$ cat src/rtl/logicnet_lut_pkg.sv
// Shared types and helpers for the LogicNets LUT layer: FSM state encoding and table depth.
package logicnet_lut_pkg;

  typedef enum logic [1:0] {
    ST_LOAD  = 2'd0,
    ST_RUN   = 2'd1,
    ST_DRAIN = 2'd2
  } state_e;

  function automatic int tbl_depth(input int bits);
    return 1 << bits;
  endfunction

endpackage

$ cat src/rtl/logicnet_lut_neuron.sv
// One LUT neuron: a register-based truth table with write port and combinational lookup.
// With LOGICNET_LUT_READBACK_EN defined, a second combinational read port serves config readback.
module logicnet_lut_neuron
  import logicnet_lut_pkg::*;
#(
  parameter int LUT_IN_BITS = 6,
  parameter int OUT_BITS    = 2
) (
  input  logic                   clk,
  input  logic                   rst_n,
  input  logic                   wr_en,
  input  logic [LUT_IN_BITS-1:0] wr_addr,
  input  logic [OUT_BITS-1:0]    wr_data,
  input  logic [LUT_IN_BITS-1:0] lookup_addr,
  output logic [OUT_BITS-1:0]    lookup_data
`ifdef LOGICNET_LUT_READBACK_EN
  ,
  input  logic [LUT_IN_BITS-1:0] rd_addr,
  output logic [OUT_BITS-1:0]    rd_data
`endif
);

  localparam int DEPTH = tbl_depth(LUT_IN_BITS);

  // Flop-based so reset can clear every entry; the lookup must be combinational anyway.
  logic [OUT_BITS-1:0] table_reg [DEPTH];

  always_ff @(posedge clk or negedge rst_n) begin
    if (!rst_n) begin
      for (int i = 0; i < DEPTH; i++) begin
        table_reg[i] <= '0;
      end
    end else if (wr_en) begin
      table_reg[wr_addr] <= wr_data;
    end
  end

  assign lookup_data = table_reg[lookup_addr];

`ifdef LOGICNET_LUT_READBACK_EN
  assign rd_data = table_reg[rd_addr];
`endif

endmodule

$ cat src/rtl/logicnet_lut_layer.sv
// Pipelined layer of LUT neurons with valid/ready streaming and a LOAD/RUN/DRAIN config FSM.
// Optional feature macro: LOGICNET_LUT_READBACK_EN adds cfg_re/cfg_rdata table readback.
module logicnet_lut_layer
  import logicnet_lut_pkg::*;
#(
  parameter int NUM_NEURONS = 4,
  parameter int LUT_IN_BITS = 6,
  parameter int OUT_BITS    = 2,
  localparam int NW         = (NUM_NEURONS > 1) ? $clog2(NUM_NEURONS) : 1
) (
  input  logic                               clk,
  input  logic                               rst_n,
  input  logic                               in_valid,
  output logic                               in_ready,
  input  logic [NUM_NEURONS*LUT_IN_BITS-1:0] in_data,
  output logic                               out_valid,
  input  logic                               out_ready,
  output logic [NUM_NEURONS*OUT_BITS-1:0]    out_data,
  input  logic                               cfg_start,
  input  logic                               cfg_done,
  input  logic                               cfg_we,
  input  logic [NW-1:0]                      cfg_neuron,
  input  logic [LUT_IN_BITS-1:0]             cfg_addr,
  input  logic [OUT_BITS-1:0]                cfg_wdata,
  output logic                               cfg_busy,
  output logic                               cfg_err
`ifdef LOGICNET_LUT_READBACK_EN
  ,
  input  logic                               cfg_re,
  output logic [OUT_BITS-1:0]                cfg_rdata
`endif
);

  state_e state_reg, state_next;
  logic                            out_valid_reg;
  logic [NUM_NEURONS*OUT_BITS-1:0] out_data_reg;
  logic [NUM_NEURONS*OUT_BITS-1:0] lookup_all;
  logic                            cfg_err_reg;
  logic                            neuron_legal;
  logic                            illegal_access;
  logic                            xfer;
`ifdef LOGICNET_LUT_READBACK_EN
  logic [OUT_BITS-1:0]             rb_data [NUM_NEURONS];
  logic [OUT_BITS-1:0]             cfg_rdata_reg;
`endif

  // When NUM_NEURONS fills the index range every encoding is legal.
  generate
    if (NUM_NEURONS == (1 << NW)) begin : gen_legal_full
      assign neuron_legal = 1'b1;
    end else begin : gen_legal_cmp
      assign neuron_legal = (int'(cfg_neuron) < NUM_NEURONS);
    end
  endgenerate

  genvar gi;
  generate
    for (gi = 0; gi < NUM_NEURONS; gi++) begin : gen_neuron
      logicnet_lut_neuron #(
        .LUT_IN_BITS(LUT_IN_BITS),
        .OUT_BITS   (OUT_BITS)
      ) u_neuron (
        .clk        (clk),
        .rst_n      (rst_n),
        .wr_en      (cfg_we && (state_reg == ST_LOAD) && (cfg_neuron == NW'(gi))),
        .wr_addr    (cfg_addr),
        .wr_data    (cfg_wdata),
        .lookup_addr(in_data[gi*LUT_IN_BITS +: LUT_IN_BITS]),
        .lookup_data(lookup_all[gi*OUT_BITS +: OUT_BITS])
`ifdef LOGICNET_LUT_READBACK_EN
        ,
        .rd_addr    (cfg_addr),
        .rd_data    (rb_data[gi])
`endif
      );
    end
  endgenerate

  // FSM: state register
  always_ff @(posedge clk or negedge rst_n) begin
    if (!rst_n) state_reg <= ST_LOAD;
    else        state_reg <= state_next;
  end

  // FSM: next state; cfg_start is not looked at in LOAD, so cfg_done wins there
  always_comb begin
    state_next = state_reg;
    case (state_reg)
      ST_LOAD:  if (cfg_done)       state_next = ST_RUN;
      ST_RUN:   if (cfg_start)      state_next = ST_DRAIN;
      ST_DRAIN: if (!out_valid_reg) state_next = ST_LOAD;
      default:                      state_next = ST_LOAD;
    endcase
  end

  // FSM: outputs
  always_comb begin
    cfg_busy = (state_reg != ST_RUN);
    in_ready = (state_reg == ST_RUN) && (!out_valid_reg || out_ready);
  end

  assign xfer = in_valid && in_ready;

  always_ff @(posedge clk or negedge rst_n) begin
    if (!rst_n) begin
      out_valid_reg <= 1'b0;
      out_data_reg  <= '0;
    end else if (xfer) begin
      out_valid_reg <= 1'b1;
      out_data_reg  <= lookup_all;
    end else if (out_ready) begin
      out_valid_reg <= 1'b0;
    end
  end

  assign out_valid = out_valid_reg;
  assign out_data  = out_data_reg;

  always_comb begin
    illegal_access = cfg_we && ((state_reg != ST_LOAD) || !neuron_legal);
`ifdef LOGICNET_LUT_READBACK_EN
    illegal_access = illegal_access || (cfg_re && !neuron_legal);
`endif
  end

  // A fresh error in the same cycle as cfg_done is kept rather than lost.
  always_ff @(posedge clk or negedge rst_n) begin
    if (!rst_n)                                  cfg_err_reg <= 1'b0;
    else if (illegal_access)                     cfg_err_reg <= 1'b1;
    else if ((state_reg == ST_LOAD) && cfg_done) cfg_err_reg <= 1'b0;
  end

  assign cfg_err = cfg_err_reg;

`ifdef LOGICNET_LUT_READBACK_EN
  always_ff @(posedge clk or negedge rst_n) begin
    if (!rst_n)      cfg_rdata_reg <= '0;
    else if (cfg_re) cfg_rdata_reg <= neuron_legal ? rb_data[cfg_neuron] : '0;
  end

  assign cfg_rdata = cfg_rdata_reg;
`endif

endmodule

$ cat config.mk
export PLATFORM = sky130hd
export DESIGN_NAME = logicnet_lut_layer
export DESIGN_NICKNAME = d
export VERILOG_FILES = /design/src/rtl/logicnet_lut_pkg.sv /design/src/rtl/logicnet_lut_neuron.sv /design/src/rtl/logicnet_lut_layer.sv
export SDC_FILE = /design/constraint.sdc
export NUM_CORES = 1
export LEC_CHECK = 0
export BUFFER_PORTS_ARGS = -buffer_cell sky130_fd_sc_hd__buf_4
export CAP_MARGIN = 5
export CORE_AREA = 2 2 220 222
export CTS_BUF_LIST = sky130_fd_sc_hd__clkbuf_8
export CTS_CLUSTER_SIZE = 14
export DETAILED_ROUTE_END_ITERATION = 8
export DIE_AREA = 0 0 222 224
export GPL_TIMING_DRIVEN = 1
export HOLD_SLACK_MARGIN = 0.06
export PLACE_DENSITY = 0.78
export SYNTH_ARGS = -nofsm -noshare
export SYNTH_HDL_FRONTEND = slang
export SYNTH_SLANG_ARGS = --single-unit
export TNS_END_PERCENT = 20
$ cat constraint.sdc
create_clock -name clk -period 6.2 [get_ports clk]
set_clock_uncertainty 0.1 [all_clocks]
set_input_delay 0.31 -clock clk [delete_from_list [all_inputs] [get_ports clk]]
set_output_delay 0.31 -clock clk [all_outputs]
set_load 0.01 [all_outputs]
==> results of run 1 <==
==> metal layers <==
layer / GRT usage (%) / vias up / part of all wire, %
met5: 0 / - / 0
met3: 4.81 / 205 / 5.3
met2: 45.9 / 597 / 51
met4: 16.4 / 0 / 6.5
li1: - / 7516 / -
met1: 30.4 / 8851 / 37
==> synthesized netlist by cell type, drive strengths merged, types with 5 or more instances <==
cell / instances
dfrtp: 524
mux2: 520
nand2: 225
nor2: 201
mux2i: 184
clkbuf: 92
buf: 67
a22oi: 48
mux4: 40
a22o: 24
nor3: 20
nor2b: 15
a2111oi: 8
a221o: 8
a221oi: 8
a31oi: 8
nand4b: 8
nor4: 8
o211ai: 8
o311a: 8
o311ai: 8
and2: 7
nand2b: 6
nor3b: 5
==> final timing paths <==
| check | cells past startpoint | end | slack, ps |
|---|---|---|---|
| max in group asynchronous | 3 | gen_neuron[0].u_neuron.table_reg[55]$_DFFE_PN0P_ | 4560 |
| worst max register to register | 7 | out_data[1]$_DFFE_PN0P_ | 3140 |
| min in group clk | 4 | out_data[2]$_DFFE_PN0P_ | 140 |
| worst min-delay path | 2 | gen_neuron[2].u_neuron.table_reg[109]$_DFFE_PN0P_ | 120 |
| worst min register to register | 1 | gen_neuron[2].u_neuron.table_reg[14]$_DFFE_PN0P_ | 400 |
| worst max-delay path | 7 | out_data[1]$_DFFE_PN0P_ | 3140 |
==> logic make-up after synthesis <==
group / count (synthesis)
AOI/OAI and AO/OA: 133
buffers and inverters: 161
DFF: 524
muxes: 744
and+or+nand+nor: 520
==> area by class of cell <==
| cell class | count | area (um^2) | area share, % |
|---|---|---|---|
| Timing Repair Buffer | 89 | 783 | 2.76 |
| Sequential cell | 524 | 13100 | 46.2 |
| Clock inverter | 33 | 185 | 0.652 |
| Clock buffer | 111 | 1530 | 5.38 |
| Inverter | 2 | 7.51 | 0.0264 |
| Tap cell | 615 | 769 | 2.71 |
| Multi-Input combinational cell | 1397 | 12000 | 42.3 |
==> where the power goes <==
| part | internal (uW) | total [uW] | leakage, uW | switching [uW] |
|---|---|---|---|---|
| Sequential | 3610 | 3740 | 0.00727 | 125 |
| Clock | 1640 | 3010 | 0.000972 | 1380 |
| Combinational | 394 | 916 | 0.00540 | 522 |
==> worst max-delay path: cells and delay by family (launching register included) <==
kind	cells	cell delay [ps]
buf+inv	1	630
flops	1	420
simple gates	2	930
compound gates	4	900
==> through the flow <==
stage	std cells	total power, uW	hold WS (ps)
after floorplan	2082	4290	-85.6
after global placement	2601	4600	223
after detailed placement	2601	4640	232
after CTS	2770	7710	95.0
after global routing	2771	7960	141
final	2771	7670	115
==> what timing repair did <==
| item | CTS | global route |
|---|---|---|
| hold endpoints to repair | 85 | 0 |
| buffers inserted | 0 | 0 |
| hold buffers | 25 | 0 |
==> results.ini, run 1 <==
[synth]
yosysTopAreaCell = dfrtp_1
syn-num-nets = 2123
synth_top_family_by_area = multiplexers
avgSynthCellArea_um2 = 12.4
synth_area_leaders = dfrtp_1 (51%), mux2_2 (23%), mux2i_1 (7.1%)
ys_ff_latch = 524
synth_top_area_share_pct = 50.7
synthAdderAreaFrac_pct = 0
synth_edf_count = 0
synthArstFlopShare_pct = 100
synth_cell_types = 47
synth_xor_area_share_pct = 0
muxShareOfSynthArea_pct = 33.3
synth_area_mm2 = 0.0259
synth-compound-area-share_pct = 4.33
seq_area_frac_synth_pct = 50.7
synth-simple-area-share_pct = 8.66
postSynthCellCount = 2082
synth-main-ff-cell = dfrtp_1
yosysWarnings = 0

[place]
dp_hpwl_mm = 43.1
gp_congestion = 0.889
post_dp_cell_area_mm2 = 0.0264
numPortBuffers = 52
pre_cts_ws_ps = 3390

[die]
core_mm2 = 0.0473
fp.dieW_um = 222
ioPinCount = 53
dieArea_mm2 = 0.0497
initial_utilization_pct = 54.7
die_h_um = 224
rows = 80

[power_and_ir_drop]
p_leak_uw = 0.0136
peakVddDrop_v = 0.000259
p_per_area_mw_per_mm2 = 270

[finish]
antenna_cells = 0
fin_area_mm2 = 0.0284
drive_above_1_share_pct = 35.2
largest_reg_flops = 512
final_common_cell = dfrtp_1
final_util_pct = 60.0
fill_cells = 3671
mostFrequentLayoutCells = dfrtp_1 (524), mux2_2 (520), nand2_1 (224), nor2_1 (201), mux2i_1 (184)
syn_to_final_growth_pct = 9.70
nets = 2143

[sta]
drv_slew = 0
timing.final.ws_setup_ps = 3140
setup_tns_ps = 0
worstMarginPinSlew_ps = 1030
hold_viol = 0
max_slew_margin_pct = 31.5
rsz0062_at_grt = no
fmax_mhz = 327
finalSetupViolations = 0
finalCritPeriodShare_pct = 49.3
period_minus_slack_ps = 3060

[route]
drtIter0Drc = 1359
finalWirelength_mm = 64.6
vias = 17200
wl_per_cell_um = 23.3
ant_nets = 0
via_per_inst = 6.20
first_pass_iters = 6
drcViolationCount = 0

[clock_tree]
clkTransAtPathRegs_ps = 60
cts_made_buffers = 88
cts_tree = yes
cts_max_level = 3
cts_root_buf = clkbuf_8
post_cts_resized = 0
ctsLongestPathBuffers = 3
clkLatencyLatePin_ps = 690
cts_sinks = 524

[critical_path]
crit_path_end_kind = register
crit_chain = nand2b_1 -> a21oi_1 -> and2_1 -> o211ai_1 -> a221o_1 -> o311ai_1 -> dlygate4sd3_1
cp_slowest_stage_delay_ps = 730
worstSetupPathType = reg -> reg
cp_data_required_time_ps = 6690
cp-start-kind = register
r2r_start = state_reg[1]$_DFFE_PN0P_
cp-startpoint = state_reg[1]$_DFFE_PN0P_
cp_slowest_cell = and2_1
worstPathMaxFanout = 9
critical_path_arrival_ps = 3550

[worst_hold_path]
worst_hold_path_type = in -> async

[global_route]
grt_max_degree = 168
grt_first_pass_wirelength_mm = 102
grt_usage_pct = 26.4
grt_pass1_vias = 18500
antenna_found_initial = 0
overflow = 0

[run]
maxCapViolations = 0

[status]
outcome = finished, final reports clean

(Power assumes the default switching activity.)
==> inputs of run 2 (changes only) <==
- PLACE_DENSITY: 0.78 -> 0.81
- clock period: 6.2 -> 2.7 ns (I/O delays scaled with it)
==> run 2 against run 1 <==
  * Critical path depth stayed put
  * Clock power increased by 130%
  * Combinational power up 140%
  * Setup slack lost 3000 ps
  * Sequential power is 130% higher
  * Flip-flop and latch count stayed put
  * Fmax up 17%
  * Routed wire length increased by 0.65%
  * Global-route usage increased by 0.10 points
  * Non-clock buffer count rose by 53
  * Register-to-register slack worse by 3000 ps
==> results.ini, run 2 (synthesized netlist as in run 1, its figures left out) <==
[status]
outcome = finished, final reports clean

[sta]
finalSetupViolations = 0  ; unchanged
finalCritPeriodShare_pct = 96.5  ; +47 points
setup_tns_ps = 0  ; unchanged
drv_slew = 0  ; unchanged
fmax_mhz = 384  ; +17%
hold_viol = 0  ; unchanged
rsz0062_at_grt = no
timing.final.ws_setup_ps = 94.9  ; -3050 ps
period_minus_slack_ps = 2610  ; -451 ps
max_slew_margin_pct = 45.5  ; +14 points
worstMarginPinSlew_ps = 814  ; -211 ps

[clock_tree]
cts_made_buffers = 87  ; -1.1%
clkLatencyLatePin_ps = 700  ; about the same
post-cts-setup-buffer-count = 0  ; unchanged
cts_max_level = 3  ; unchanged
cts_root_buf = clkbuf_8
ctsLongestPathBuffers = 3  ; unchanged
clkTransAtPathRegs_ps = 60  ; about the same
cts_sinks = 524  ; unchanged
cts_tree = yes

[die]
rows = 80  ; unchanged
core_mm2 = 0.0473  ; unchanged
fp.dieW_um = 222  ; unchanged
initial_utilization_pct = 54.7  ; unchanged
ioPinCount = 53  ; unchanged
die_h_um = 224  ; unchanged
dieArea_mm2 = 0.0497  ; unchanged

[worst_hold_path]
worst_hold_path_type = in -> reg

[finish]
final_common_cell = dfrtp_1
drive_above_1_share_pct = 36.4  ; +1.2 points
nets = 2195  ; +2.4%
largest_reg_flops = 512  ; unchanged
antenna_cells = 0  ; unchanged
syn_to_final_growth_pct = 12.2
mostFrequentLayoutCells = dfrtp_1 (524), mux2_2 (520), nand2_1 (224), nor2_1 (201), mux2i_1 (184)
instances_no_fill = 2831  ; +2.2%
final_util_pct = 61.3  ; +1.4 points

[place]
dp_cells = 2641  ; +1.5%
dp_hpwl_mm = 43.9  ; +2.0%
pre_cts_ws_ps = 336  ; -3050 ps
gp_congestion = 0.861  ; -3.2%
numPortBuffers = 52  ; unchanged

[critical_path]
cp-start-kind = register
worstSetupPathType = reg -> reg
worstPathMaxFanout = 4  ; -5
cp_data_required_time_ps = 3220  ; -3470 ps
critical_path_arrival_ps = 3120  ; -430 ps
crit_path_end_kind = register

[power_and_ir_drop]
power.share.combinational_pct = 12.3  ; +0.3 points
power_switching_uw = 4720  ; +130%
p_clk_share_pct = 39.6  ; +0.3 points
p_sw_share_pct = 26.6  ; +0.17 points
intPower_uw = 13000  ; +130%
peakVddDrop_v = 0.000525  ; +100%
p_leak_uw = 0.0140  ; +2.4%
p_per_area_mw_per_mm2 = 612  ; +130%
power_frac_seq_pct = 48.1  ; -0.6 points

[route]
finalWirelength_mm = 65.0  ; +0.65%
vias = 17500  ; +1.8%
drtIter0Drc = 1384  ; +1.8%
ant_nets = 0  ; unchanged
wl_per_cell_um = 23.0  ; -1.5%
via_per_inst = 6.18  ; -0.33%
drcViolationCount = 0  ; unchanged
first_pass_iters = 6  ; unchanged

[global_route]
overflow = 0  ; unchanged
grt_max_degree = 93  ; -45%
grt_pass1_vias = 18900  ; +1.7%
antenna_found_initial = 0  ; unchanged
grt_usage_pct = 26.5  ; +0.10 points
grt_first_pass_wirelength_mm = 103  ; +1.1%

[run]
maxCapViolations = 0  ; unchanged

run 2: metrics by stage:
| step | hold WS (ps) | instance area, um^2 | power, uW |
|---|---|---|---|
| CTS | 91.1 | 29000 | 17900 |
| floorplan | -261 | 25900 | 9850 |
| global route | 143 | 29000 | 18400 |
| global placement | 29.9 | 26900 | 10700 |
| detailed placement | 41.3 | 26900 | 10800 |
| finish | 148 | 29000 | 17800 |
run 2: power groups by stage:
stage	registers (uW)	clock network (uW)	logic, uW
2_1_floorplan	8620	0	1230
3_3_place_gp	8650	0	2020
3_5_place_dp	8680	0	2080
5_1_grt	8590	7480	2350
6_report	8550	7040	2190
4_1_cts	8540	7160	2190
run 2: worst max-delay path: stages (launching register included):
cell and delay [ps]:
dfrtp_1 400, nand2b_1 190, a21oi_1 230, and2_2 270, o211ai_1 230, a221o_1 390
o311ai_1 120, dlygate4sd3_1 600
run 2: routing by layer:
metal  track usage [%]  wire length [um]  up-vias  share of wire (%)
met5                 0                 0        -                  0
met4              15.7              3840        0                5.9
met3              4.55              3660      216                5.6
met2              45.0             32200      631                 50
met1              31.9             25200     8996                 39
li1                  -                 -     7639                  -
run 2: area by class of cell:
cell class	count	area [um^2]
Timing Repair Buffer	142	1370
Inverter	2	7.51
Multi-Input combinational cell	1397	12000
Sequential cell	524	13100
Tap cell	615	769
Clock inverter	42	254
Fill cell	3633	18300
Clock buffer	109	1500
run 2: final timing paths:
kind / from / endpoint / slack, ps / depth (start not counted)
worst max-delay path: state_reg[1]$_DFFE_PN0P_ / out_data[5]$_DFFE_PN0P_ / 90 / 7
worst min-delay path: in_data[9] / out_data[2]$_DFFE_PN0P_ / 150 / 3
worst max register to register: state_reg[1]$_DFFE_PN0P_ / out_data[5]$_DFFE_PN0P_ / 90 / 7
worst min register to register: out_data[6]$_DFFE_PN0P_ / out_data[6]$_DFFE_PN0P_ / 390 / 2
max in group asynchronous: rst_n / gen_neuron[3].u_neuron.table_reg[111]$_DFFE_PN0P_ / 1390 / 4
min in group asynchronous: rst_n / gen_neuron[2].u_neuron.table_reg[29]$_DFFE_PN0P_ / 610 / 4
run 2: timing repair:
item                                    4_1_cts  5_1_grt
endpoints found under the hold margin       779        1
hold buffers                                 39        1
resized for setup                             0        4
endpoints found under the setup margin        0        2
==> inputs of run 3 (changes only) <==
- CORE_AREA: 2 2 220 222 -> 2 2 213 215
- DIE_AREA: 0 0 222 224 -> 0 0 215 217
- PLACE_DENSITY: 0.81 -> 0.85
==> run 3 against run 2 <==
  * Sequential share of layout area shrank 0.099 points
  * First-iteration DRC count grew 7.2%
  * Via count increased by 1.1%
  * Register-to-register slack better by 60 ps
  * Fmax increased by 2.4%
  * Count of clock-buffer cells in the layout increased by 8
  * Combinational power is essentially flat
  * Power up 2.1%
  * Critical endpoint unchanged
==> results.ini, run 3 (synthesized netlist as in run 1, its figures left out) <==
[finish]
drive_above_1_share_pct = 36.1  ; -0.23 points
mostFrequentLayoutCells = dfrtp_1 (524), mux2_2 (520), nand2_1 (224), nor2_1 (201), mux2i_1 (184)
nets = 2188  ; -0.32%
syn_to_final_growth_pct = 12.4
largest_reg_flops = 512  ; unchanged
fill_cells = 3203  ; -12%
antenna_cells = 0  ; unchanged
final_common_cell = dfrtp_1
final_util_pct = 65.1  ; +3.8 points

[clock_tree]
cts_tree = yes
cts_made_buffers = 86  ; -1.1%
cts_max_level = 3  ; unchanged
clkLatencyLatePin_ps = 690  ; about the same
cts_root_buf = clkbuf_8
ctsLongestPathBuffers = 3  ; unchanged
post-cts-setup-buffer-count = 0  ; unchanged
cts_sinks = 524  ; unchanged
clkTransAtPathRegs_ps = 60  ; about the same

[sta]
max_slew_margin_pct = 48.7  ; +3.3 points
period_minus_slack_ps = 2540  ; -60.6 ps
hold_viol = 0  ; unchanged
setup_tns_ps = 0  ; unchanged
fmax_mhz = 393  ; +2.4%
rsz0062_at_grt = no
worstMarginPinSlew_ps = 766  ; -48.8 ps
drv_slew = 0  ; unchanged
finalCritPeriodShare_pct = 94.2  ; -2.2 points
finalSetupViolations = 0  ; unchanged

[power_and_ir_drop]
power_uw = 18100  ; +2.1%
power_switching_uw = 4790  ; +1.4%
p_sw_share_pct = 26.4  ; -0.16 points
p_leak_uw = 0.0140  ; +0.47%
peakVddDrop_v = 0.000670  ; +28%
intPower_uw = 13300  ; +2.3%
p_per_area_mw_per_mm2 = 623  ; +1.8%
power.share.combinational_pct = 12.2  ; about the same
power_frac_seq_pct = 47.2  ; -0.9 points
p_clk_share_pct = 40.6  ; +1.0 points

[route]
drcViolationCount = 0  ; unchanged
finalWirelength_mm = 66.2  ; +1.8%
wl_per_cell_um = 23.5  ; +2.3%
vias = 17700  ; +1.1%
drtIter0Drc = 1483  ; +7.2%
via_per_inst = 6.27  ; +1.5%
ant_nets = 0  ; unchanged
first_pass_iters = 5  ; -1

[critical_path]
worstPathMaxFanout = 2  ; -2
critical_path_arrival_ps = 2980  ; -140 ps
crit_path_end_kind = register
cp-start-kind = register
cp_data_required_time_ps = 3130  ; -90 ps
worstSetupPathType = reg -> reg

[status]
outcome = finished, final reports clean

[die]
core_mm2 = 0.0447  ; -5.6%
ioPinCount = 53  ; unchanged
die_h_um = 217  ; -3.1%
rows = 78  ; -2.5%
dieArea_mm2 = 0.0467  ; -6.2%
fp.dieW_um = 215  ; -3.2%
initial_utilization_pct = 57.9  ; +3.2 points

[global_route]
antenna_found_initial = 0  ; unchanged
grt_first_pass_wirelength_mm = 105  ; +2.2%
grt_pass1_vias = 19600  ; +4.1%
grt_max_degree = 98  ; +5.4%
overflow = 0  ; unchanged
grt_usage_pct = 29.0  ; +2.5 points

[place]
numPortBuffers = 52  ; unchanged
gp_congestion = 0.912  ; +5.9%
dp_hpwl_mm = 44.1  ; +0.44%

[run]
maxCapViolations = 0  ; unchanged

[worst_hold_path]
worst_hold_path_type = in -> reg

## run 3: cell types whose count changed in the layout (fill, tap and decap cells not counted), moves of 2 or more
| cell | before | now |
|---|---|---|
| dlygate4sd3_1 | 38 | 41 |
| buf_4 | 86 | 74 |
| buf_12 | 14 | 16 |
| inv_6 | 2 | 4 |
| clkinvlp_4 | 3 | 1 |
| clkbuf_8 | 109 | 117 |
## run 3: power by group through the flow
stage / logic [uW] / registers, uW / clock network (uW)
2_1_floorplan: 1230 / 8620 / 0
3_3_place_gp: 1960 / 8650 / 0
3_5_place_dp: 2040 / 8680 / 0
4_1_cts: 2200 / 8550 / 7460
5_1_grt: 2390 / 8600 / 7800
6_report: 2210 / 8560 / 7370
## run 3: metal layers
layer / vias to the layer above / wire length (um) / track usage, %
met5: - / 23 / 0.625
met4: 2 / 5050 / 21.4
met3: 281 / 3850 / 4.89
met2: 737 / 34100 / 50.7
met1: 9021 / 23100 / 32.0
li1: 7636 / - / -
## run 3: worst paths after layout
check	from	end	slack, ps	cells after the start
min in group asynchronous	rst_n	gen_neuron[2].u_neuron.table_reg[101]$_DFFE_PN0P_	530	3
worst max register to register	gen_neuron[2].u_neuron.table_reg[71]$_DFFE_PN0P_	out_data[5]$_DFFE_PN0P_	160	5
worst max-delay path	gen_neuron[2].u_neuron.table_reg[71]$_DFFE_PN0P_	out_data[5]$_DFFE_PN0P_	160	5
worst min-delay path	in_data[22]	out_data[7]$_DFFE_PN0P_	40	4
worst min register to register	gen_neuron[2].u_neuron.table_reg[13]$_DFFE_PN0P_	gen_neuron[2].u_neuron.table_reg[13]$_DFFE_PN0P_	390	1
max in group asynchronous	rst_n	gen_neuron[3].u_neuron.table_reg[82]$_DFFE_PN0P_	1030	4
## run 3: area by class of cell
type                       count  area, um^2  share of cell area, %
clock buffer                 117        1610                   5.54
clock inverter                43         255                  0.877
inverter                       2        7.51                 0.0258
multi-input combinational   1397       12000                   41.3
sequential                   524       13100                   45.1
tap                          600         751                   2.58
timing repair buffer         136        1350                   4.63
## run 3: critical path, stage by stage (launching register included)
cell           delay (ps)
dfrtp_1               390
mux4_2                490
a2111oi_0             500
a221o_1               260
dlygate4sd3_1         550
o311ai_1              110
## run 3: through the flow
stage               hold slack, ps  cells  setup WS (ps)  area, um^2
floorplan                     -261   2082            699       25900
global placement               117   2617            422       26800
detailed placement             123   2617            359       26800
CTS                           75.7   2819           48.3       29100
global route                   123   2819           29.8       29100
finish                        44.4   2819            156       29100
## run 3: what timing repair did
action,4_1_cts,5_1_grt
gates resized for setup,0,3
setup endpoints to repair,0,5
hold buffers,42,1
endpoints found under the hold margin,785,1
